<file path="src/rtl/count_pwm_compare_pkg.sv">
`default_nettype none
// ============================================================================
// Module      : count_pwm_compare_pkg
// Description : Shared types, constants and the duty saturation helper for
//               the counter-compare PWM block and its edge sampler.
// Revision    : 1.0 - initial release
// ============================================================================
package count_pwm_compare_pkg;

    // Default counter width; the period is 2^CNT_N counts
    localparam int CNT_N  = 4;
    localparam int PERIOD = 2 ** CNT_N;

    typedef enum logic [1:0] {
        IDLE = 2'd0,
        ARM  = 2'd1,
        RUN  = 2'd2
    } state_t;

    // Clamp a requested duty to the full period 2^n (100 %)
    function automatic logic [31:0] sat_duty(input int unsigned n, input logic [31:0] value);
        logic [31:0] full;
        full = 32'd1 << n;
        if (value > full) begin
            return full;
        end
        return value;
    endfunction

endpackage
`default_nettype wire

</file>
<file path="src/rtl/count_sample_edge.sv">
`default_nettype none
// ============================================================================
// Module      : count_sample_edge
// Description : Two-stage capture of an upstream up-counter value with wrap
//               and value-change detection. Reusable by any counter consumer.
// Revision    : 1.0 - initial release
// ============================================================================
module count_sample_edge #(
    parameter int N = 4
) (
    input  logic         clk,
    input  logic         rstn,
    input  logic [N-1:0] cnt_in,
    output logic [N-1:0] cnt_q,
    output logic         wrap_det,
    output logic         new_val
);

    logic [N-1:0] r_cnt_q;
    logic [N-1:0] r_cnt_d;

    // Capture the counter and keep the previous sample for edge detection
    always_ff @(posedge clk or negedge rstn) begin
        if (!rstn) begin
            r_cnt_q <= '0;
            r_cnt_d <= '0;
        end else begin
            r_cnt_q <= cnt_in;
            r_cnt_d <= r_cnt_q;
        end
    end

    // Any decrease is a roll-over, including rolls that skip values
    assign wrap_det = (r_cnt_q < r_cnt_d);
    assign new_val  = (r_cnt_q != r_cnt_d);
    assign cnt_q    = r_cnt_q;

endmodule
`default_nettype wire

</file>
<file path="src/rtl/count_pwm_compare.sv">
`default_nettype none
// ============================================================================
// Module      : count_pwm_compare
// Description : PWM generator driven by a free-running N-bit counter. Duty is
//               shadowed and transferred on counter wrap; emits registered
//               wrap and compare-match event pulses.
// Revision    : 1.0 - initial release
// ============================================================================
module count_pwm_compare
    import count_pwm_compare_pkg::*;
#(
    parameter int N      = CNT_N,
    parameter int DUTY_W = N + 1
) (
    input  logic              clk,
    input  logic              rstn,
    input  logic [N-1:0]      cnt_in,
    input  logic              enable,
    input  logic [DUTY_W-1:0] duty_in,
    input  logic              duty_wr,
    output logic              pwm_out,
    output logic              wrap_pulse,
    output logic              match_pulse,
    output logic              duty_pending,
    output logic              running
);

    logic [N-1:0]      w_cnt_q;
    logic              w_wrap_det;
    logic              w_new_val;
    logic [DUTY_W-1:0] w_cnt_ext;

    state_t            r_state;
    state_t            w_state_next;

    logic [DUTY_W-1:0] r_duty_act;
    logic [DUTY_W-1:0] r_duty_pend;
    logic              r_duty_pending;
    logic [DUTY_W-1:0] w_duty_sat;
    logic [DUTY_W-1:0] w_duty_eff;
    logic              w_pending_next;

    logic              r_pwm;
    logic              r_wrap;
    logic              r_match;
    logic              w_pwm_next;
    logic              w_wrap_next;
    logic              w_match_next;

    count_sample_edge #(
        .N (N)
    ) u_sample (
        .clk      (clk),
        .rstn     (rstn),
        .cnt_in   (cnt_in),
        .cnt_q    (w_cnt_q),
        .wrap_det (w_wrap_det),
        .new_val  (w_new_val)
    );

    assign w_cnt_ext  = DUTY_W'(w_cnt_q);
    assign w_duty_sat = DUTY_W'(sat_duty(N, 32'(duty_in)));

    // Duty after any transfer at this wrap; a coincident write bypasses the shadow
    always_comb begin
        w_duty_eff     = r_duty_act;
        w_pending_next = r_duty_pending;
        if (w_wrap_det) begin
            if (duty_wr) begin
                w_duty_eff = w_duty_sat;
            end else if (r_duty_pending) begin
                w_duty_eff = r_duty_pend;
            end
            w_pending_next = 1'b0;
        end else if (duty_wr) begin
            w_pending_next = 1'b1;
        end
    end

    // Shadow and active duty registers; transfers happen in every state
    always_ff @(posedge clk or negedge rstn) begin
        if (!rstn) begin
            r_duty_act     <= '0;
            r_duty_pend    <= '0;
            r_duty_pending <= 1'b0;
        end else begin
            r_duty_act     <= w_duty_eff;
            r_duty_pending <= w_pending_next;
            if (duty_wr) begin
                r_duty_pend <= w_duty_sat;
            end
        end
    end

    // Next state: arm on enable, run from a wrap so the first period is full
    always_comb begin
        w_state_next = r_state;
        case (r_state)
            IDLE:    if (enable) w_state_next = ARM;
            ARM:     if (w_wrap_det) w_state_next = RUN;
            RUN:     w_state_next = RUN;
            default: w_state_next = IDLE;
        endcase
        if (!enable) begin
            w_state_next = IDLE;
        end
    end

    // State register
    always_ff @(posedge clk or negedge rstn) begin
        if (!rstn) begin
            r_state <= IDLE;
        end else begin
            r_state <= w_state_next;
        end
    end

    // Output decode against the post-transfer duty; zero duty never matches
    always_comb begin
        w_pwm_next   = 1'b0;
        w_match_next = 1'b0;
        w_wrap_next  = w_wrap_det && enable && (r_state != IDLE);
        if (w_state_next == RUN) begin
            w_pwm_next   = (w_cnt_ext < w_duty_eff);
            w_match_next = w_new_val && (w_cnt_ext == w_duty_eff) && (w_duty_eff != '0);
        end
    end

    // Registered event and waveform outputs
    always_ff @(posedge clk or negedge rstn) begin
        if (!rstn) begin
            r_pwm   <= 1'b0;
            r_wrap  <= 1'b0;
            r_match <= 1'b0;
        end else begin
            r_pwm   <= w_pwm_next;
            r_wrap  <= w_wrap_next;
            r_match <= w_match_next;
        end
    end

    assign pwm_out      = r_pwm;
    assign wrap_pulse   = r_wrap;
    assign match_pulse  = r_match;
    assign duty_pending = r_duty_pending;
    assign running      = (r_state == RUN);

endmodule
`default_nettype wire

</file>
<file path="config.mk">
export PLATFORM = sky130hd
export DESIGN_NAME = count_pwm_compare
export DESIGN_NICKNAME = d
export VERILOG_FILES = /design/src/rtl/count_pwm_compare_pkg.sv /design/src/rtl/count_sample_edge.sv /design/src/rtl/count_pwm_compare.sv
export SDC_FILE = /design/constraint.sdc
export NUM_CORES = 1
export LEC_CHECK = 0
export CORE_MARGIN = 2
export CORE_UTILIZATION = 50
export DETAILED_ROUTE_END_ITERATION = 8
export DONT_BUFFER_PORTS = 1
export GPL_ROUTABILITY_DRIVEN = 0
export PLACE_DENSITY = 0.69
export SETUP_SLACK_MARGIN = 0.15
export SLEW_MARGIN = 25
export SYNTH_ARGS = -nofsm -noshare
export SYNTH_HDL_FRONTEND = slang
export SYNTH_HIERARCHICAL = 1
export SYNTH_SLANG_ARGS = --single-unit
</file>
<file path="constraint.sdc">
create_clock -name clk -period 2.8 [get_ports clk]
set_input_delay 0.84 -clock clk [delete_from_list [all_inputs] [get_ports clk]]
set_output_delay 0.84 -clock clk [all_outputs]
set_load 0.05 [all_outputs]
</file>
[Word-level counts from Yosys, hierarchy flattened]
Cells that the tools add are included.
Storage, ports and cells
  flip-flop bits (word level): 24
  input port bits: 13
  logic and storage cells: 38
Cells by class
  order comparisons: 3
  eq/ne operators: 5
  multiplexer cells: 13
  reduce and logical (&&, ||, !) cells: 8
Operator list (number)
  5-bit 2-to-1 mux: 5
  2-bit one-hot mux with 3 select lines: 1
  4-bit by 5-bit == test with 1-bit output: 1
  5-bit > comparator (second input constant): 1
  4-bit by 5-bit < comparator with 1-bit output: 1
  1-bit 2-to-1 mux: 5
  5-bit nonzero test: 1
  2-bit == test (second input constant): 2
  1-bit logical AND: 4
  4-bit < comparator: 1
  2-bit 2-to-1 mux: 2
  4-bit != test: 1
  2-bit nonzero test: 2
  2-bit by 1-bit == test with 1-bit output (second input constant): 1
  2-bit zero test: 1

[Logic depth before layout (Yosys ltp)]
  depth after elaboration: 9
  mapped depth: 14

[Cells and area by module]
Netlist, hierarchy kept.
Modules (own cells, without submodules)
  count_pwm_compare: times used 1, cells an instance 76, area each 807.0 sq um, sequential area each 400.4 sq um
  count_sample_edge: times used 1, cells an instance 22, area each 296.5 sq um, sequential area each 200.2 sq um

[Least setup slack after synthesis]
No wires, ideal clock.
  path type: flip-flop to flip-flop
  from: reg u_sample.r_cnt_q[3], in the netlist u_sample/cnt_q[3]
  to: reg r_pwm, in the netlist pwm_out
  setup time: 0.065 ns
  arrival: 2.377 ns
  slack: 0.358 ns
  cell stages (with the launch flop): 12
  path buffers: 1
  path through: dfrtp_1 > ha_1 > a21oi_1 > o21a_1 > buf_6 > o21ai_1 > a221o_1 > inv_1 > ha_1 > and3_1 > a221oi_1 > o21a_1
Between the ends
  elaborated cells between the ends (all ways): 8
  those cells by class: 2 x order compare; 1 x eq/ne; 5 x mux
RTL lines
  from (decl): line count_sample_edge.sv:19  | logic [N-1:0] r_cnt_q;
  from (signal assigned): line count_sample_edge.sv:28  | r_cnt_q <= cnt_in;
  4-bit < comparator: line count_sample_edge.sv:34  | assign wrap_det = (r_cnt_q < r_cnt_d);
  via w_wrap_det: line count_pwm_compare.sv:29  | logic w_wrap_det;
  5-bit 2-to-1 mux: line count_pwm_compare.sv:68  | if (w_wrap_det) begin
  via w_duty_eff[1]: line count_pwm_compare.sv:40  | logic [DUTY_W-1:0] w_duty_eff;
  4-bit by 5-bit < comparator with 1-bit output: line count_pwm_compare.sv:124  | w_pwm_next = (w_cnt_ext < w_duty_eff);
  1-bit 2-to-1 mux: line count_pwm_compare.sv:123  | if (w_state_next == RUN) begin
  via w_pwm_next: line count_pwm_compare.sv:46  | logic w_pwm_next;
  to (signal assigned): line count_pwm_compare.sv:136  | r_pwm <= w_pwm_next;
  to (decl): line count_pwm_compare.sv:43  | logic r_pwm;
The timed path passes the listed nets, and every way through them passes these cells.
A chain may end at the register's enable or synchronous reset.

[Final worst setup path]
  from: reg u_sample.r_cnt_q[3], in the netlist u_sample/cnt_q[3]
  to: reg r_pwm, in the netlist pwm_out
Between the ends
  longest elaborated chain between the ends: 6
  elaborated cells between the ends (all ways): 8
  those cells by class: 2 x order compare; 1 x eq/ne; 5 x mux
RTL lines
  4-bit < comparator *: line count_sample_edge.sv:34
  via w_wrap_det: line count_pwm_compare.sv:29
  2-bit 2-to-1 mux: line count_pwm_compare.sv:100  | ARM: if (w_wrap_det) w_state_next = RUN;
  2-bit one-hot mux with 3 select lines: line count_pwm_compare.sv:98  | case (r_state)
  2-bit 2-to-1 mux: line count_pwm_compare.sv:104  | if (!enable) begin
  2-bit == test: line count_pwm_compare.sv:123
  1-bit 2-to-1 mux *: line count_pwm_compare.sv:123
  via w_pwm_next: line count_pwm_compare.sv:46
The timed path passes the listed nets; every way through them passes the cells marked *.

==> impl_metrics.tcl <==
set metrics [dict create \
    status "finished, final reports clean" \
    fp.dieH_um 51.0 \
    remaining_drc_errors 0 \
    yosys_warnings 6 \
    finalHoldViolCount 0 \
    setup_viol 0 \
    antenna_cells 0 \
    drv_cap 0 \
    start_util 0.514 \
    rsz0062_at_grt "false" \
    required_ns 3.05 \
    final.setup.tns_ns 0 \
    endpoint_kind "register" \
    area_growth_pct 14.2 \
    htreeDepth 1 \
    critPathMaxFanout 6 \
    num_rows 17 \
    drv_slew 0 \
    clock_latency_ns 0.30 \
    via_per_inst 5.39 \
    final_antenna_net_count 0 \
    synth.yosys.seq_area_share 0.544 \
    p_per_area_nw_per_um2 557 \
    numCtsBuffers 3 \
    synth_edf_count 0 \
    cts_tree "done" \
    core-area_sq_um 2150 \
    drt_iter0_markers 9 \
    clk_path_buf_depth 2 \
    final_core_util 0.586 \
    synth_area_sq_um 1100 \
    max_slew.worst_pin.slew_ns 0.441 \
    synth_cells 98 \
    root_buffer "clkbuf_4" \
    portBuffers 0 \
    period_needed_ns 2.55 \
    ctsHoldBuffers 0 \
    grt_overflow_total 0 \
    wl_per_cell_um 14.0 \
    final_cell_mix "dfrtp_1, inv_1, buf_4, ha_1, a21o_1" \
    clk_pin_slew_ns 0.12 \
    cp-start-kind "register" \
    vias 738 \
    async_reset_ff_frac 1.00 \
    die_area_sq_um 2600 \
    synth-seq-cells 24 \
    synth_ff_type "dfrtp_1" \
    grt_use_total 0.173 \
    ios 18 \
    grt_max_degree 25 \
    drive_gt1_frac 0.229 \
    clock-sinks 24 \
    nets 132 \
    final_common_cell "dfrtp_1" \
    drt-total-wl_um 1910 \
    synth.avg_cell_area_sq_um 11.3 \
    finalClockSkew_ns 0.00476 \
    hpwl_um 1450 \
    relSlewSlack 0.706 \
    fmax_mhz 393 \
    synth_fp_nets 119 \
    hold_class "input pin to async pin" \
    grt_pass1_wl_um 3250 \
    firstDrtPassIters 4 \
    worstPathArrival_ns 2.79 \
    yosysUniqueCellTypes 29 \
    first_global_vias 733 \
    antenna_found_initial 0 \
    fp.dieW_um 51.0 \
    min_period_over_period 0.909 \
    ir_drop_mv 0.386 \
    critical_path_class "register to register" \
    leakagePower_nw 0.651 \
]
-- metal layers --
layer | wire, um | track usage | vias to the layer above | part of all wire
li1 | - | - | 358 | -
met1 | 918 | 0.237 | 356 | 0.48
met2 | 874 | 0.260 | 22 | 0.46
met3 | 103 | 0.0409 | 2 | 0.054
met4 | 17 | 0.0811 | 0 | 0.0089
met5 | 0 | 0 | - | 0
-- synth_stat cells, drive strengths merged (3+ instances only) --
cell   instances  area [sq um]
a21oi          4          20.0
nor2b          3          18.8
ha             8           100
dfrtp         24           601
nor2           4          15.0
a21o           5          37.5
inv           14          52.6
o21ai          4          20.0
and2           5          31.3
o21a           3          22.5
-- worst max-delay path, cell delays in order, from the launching register on --
cell and delay (ns):
dfrtp_1 0.45, ha_4 0.31, nand2_1 0.05, o21a_2 0.24, and3b_2 0.23, and2_1 0.19
nor3_2 0.19, ha_1 0.27, and3_4 0.16, a221oi_2 0.25, o21a_1 0.14
-- cells by family after synthesis --
logic type / share of synthesized area
and+or+nand+nor: 0.147
DFF: 0.544
AOI/OAI and AO/OA: 0.143
buffers and inverters: 0.0646
adders and majority gates: 0.0907
muxes: 0.0102
-- path summary, 6_finish.rpt --
path                                        to  cells past startpoint         startpoint  slack [ns]
setup reg to reg                       pwm_out                     10  u_sample/cnt_q[3]        0.25
min in group clk           u_sample/r_cnt_d[1]                      0  u_sample/cnt_q[1]        0.43
max in group asynchronous       r_duty_pend[1]                      0               rstn        2.52
hold reg to reg            u_sample/r_cnt_d[1]                      0  u_sample/cnt_q[1]        0.43
hold / removal                     match_pulse                      0               rstn        0.21
setup / recovery                       pwm_out                     10  u_sample/cnt_q[3]        0.25
-- through the flow --
step / instances / cell area (sq um) / hold slack, ns / worst slack [ns] / power (W)
after global placement: 128 / 1150 / 0.393 / 0.216 / 0.000535
after CTS: 131 / 1180 / 0.203 / 0.174 / 0.000684
final: 137 / 1260 / 0.210 / 0.253 / 0.000702
after global routing: 137 / 1260 / 0.180 / 0.146 / 0.000747
after detailed placement: 128 / 1150 / 0.403 / 0.117 / 0.000540
after floorplan: 98 / 1100 / 0.374 / 0.358 / 0.000509
-- cell type report --
class | count | area, sq um
repair buffers | 10 | 75.1
inverters | 14 | 52.6
clock buffers | 3 | 22.5
fillers | 185 | 888
multi-input cells | 58 | 474
well taps | 28 | 35.0
flip-flops and latches | 24 | 601
-- state kept, by name, summed over array words and instances (netlist names) --
register          flops
pwm_out               1
u_sample/cnt_q        4
u_sample/r_cnt_d      4
r_state               2
r_duty_pend           5
r_duty_act            5
wrap_pulse            1
duty_pending          1
match_pulse           1
-- power by group --
group / internal, W / total (W) / leakage (nW) / switching, W
Clock: 0.0000502 / 0.000143 / 0.0138 / 0.0000931
Sequential: 0.000379 / 0.000405 / 0.300 / 0.0000262
Combinational: 0.0000767 / 0.000154 / 0.337 / 0.0000773
-- repair_timing --
action / CTS / global route
buffers inserted: 0 / 6
pin swaps: 0 / 4
gates resized for setup: 2 / 7
setup endpoints to repair: 1 / 2
Power figures use the tool's default switching activity.
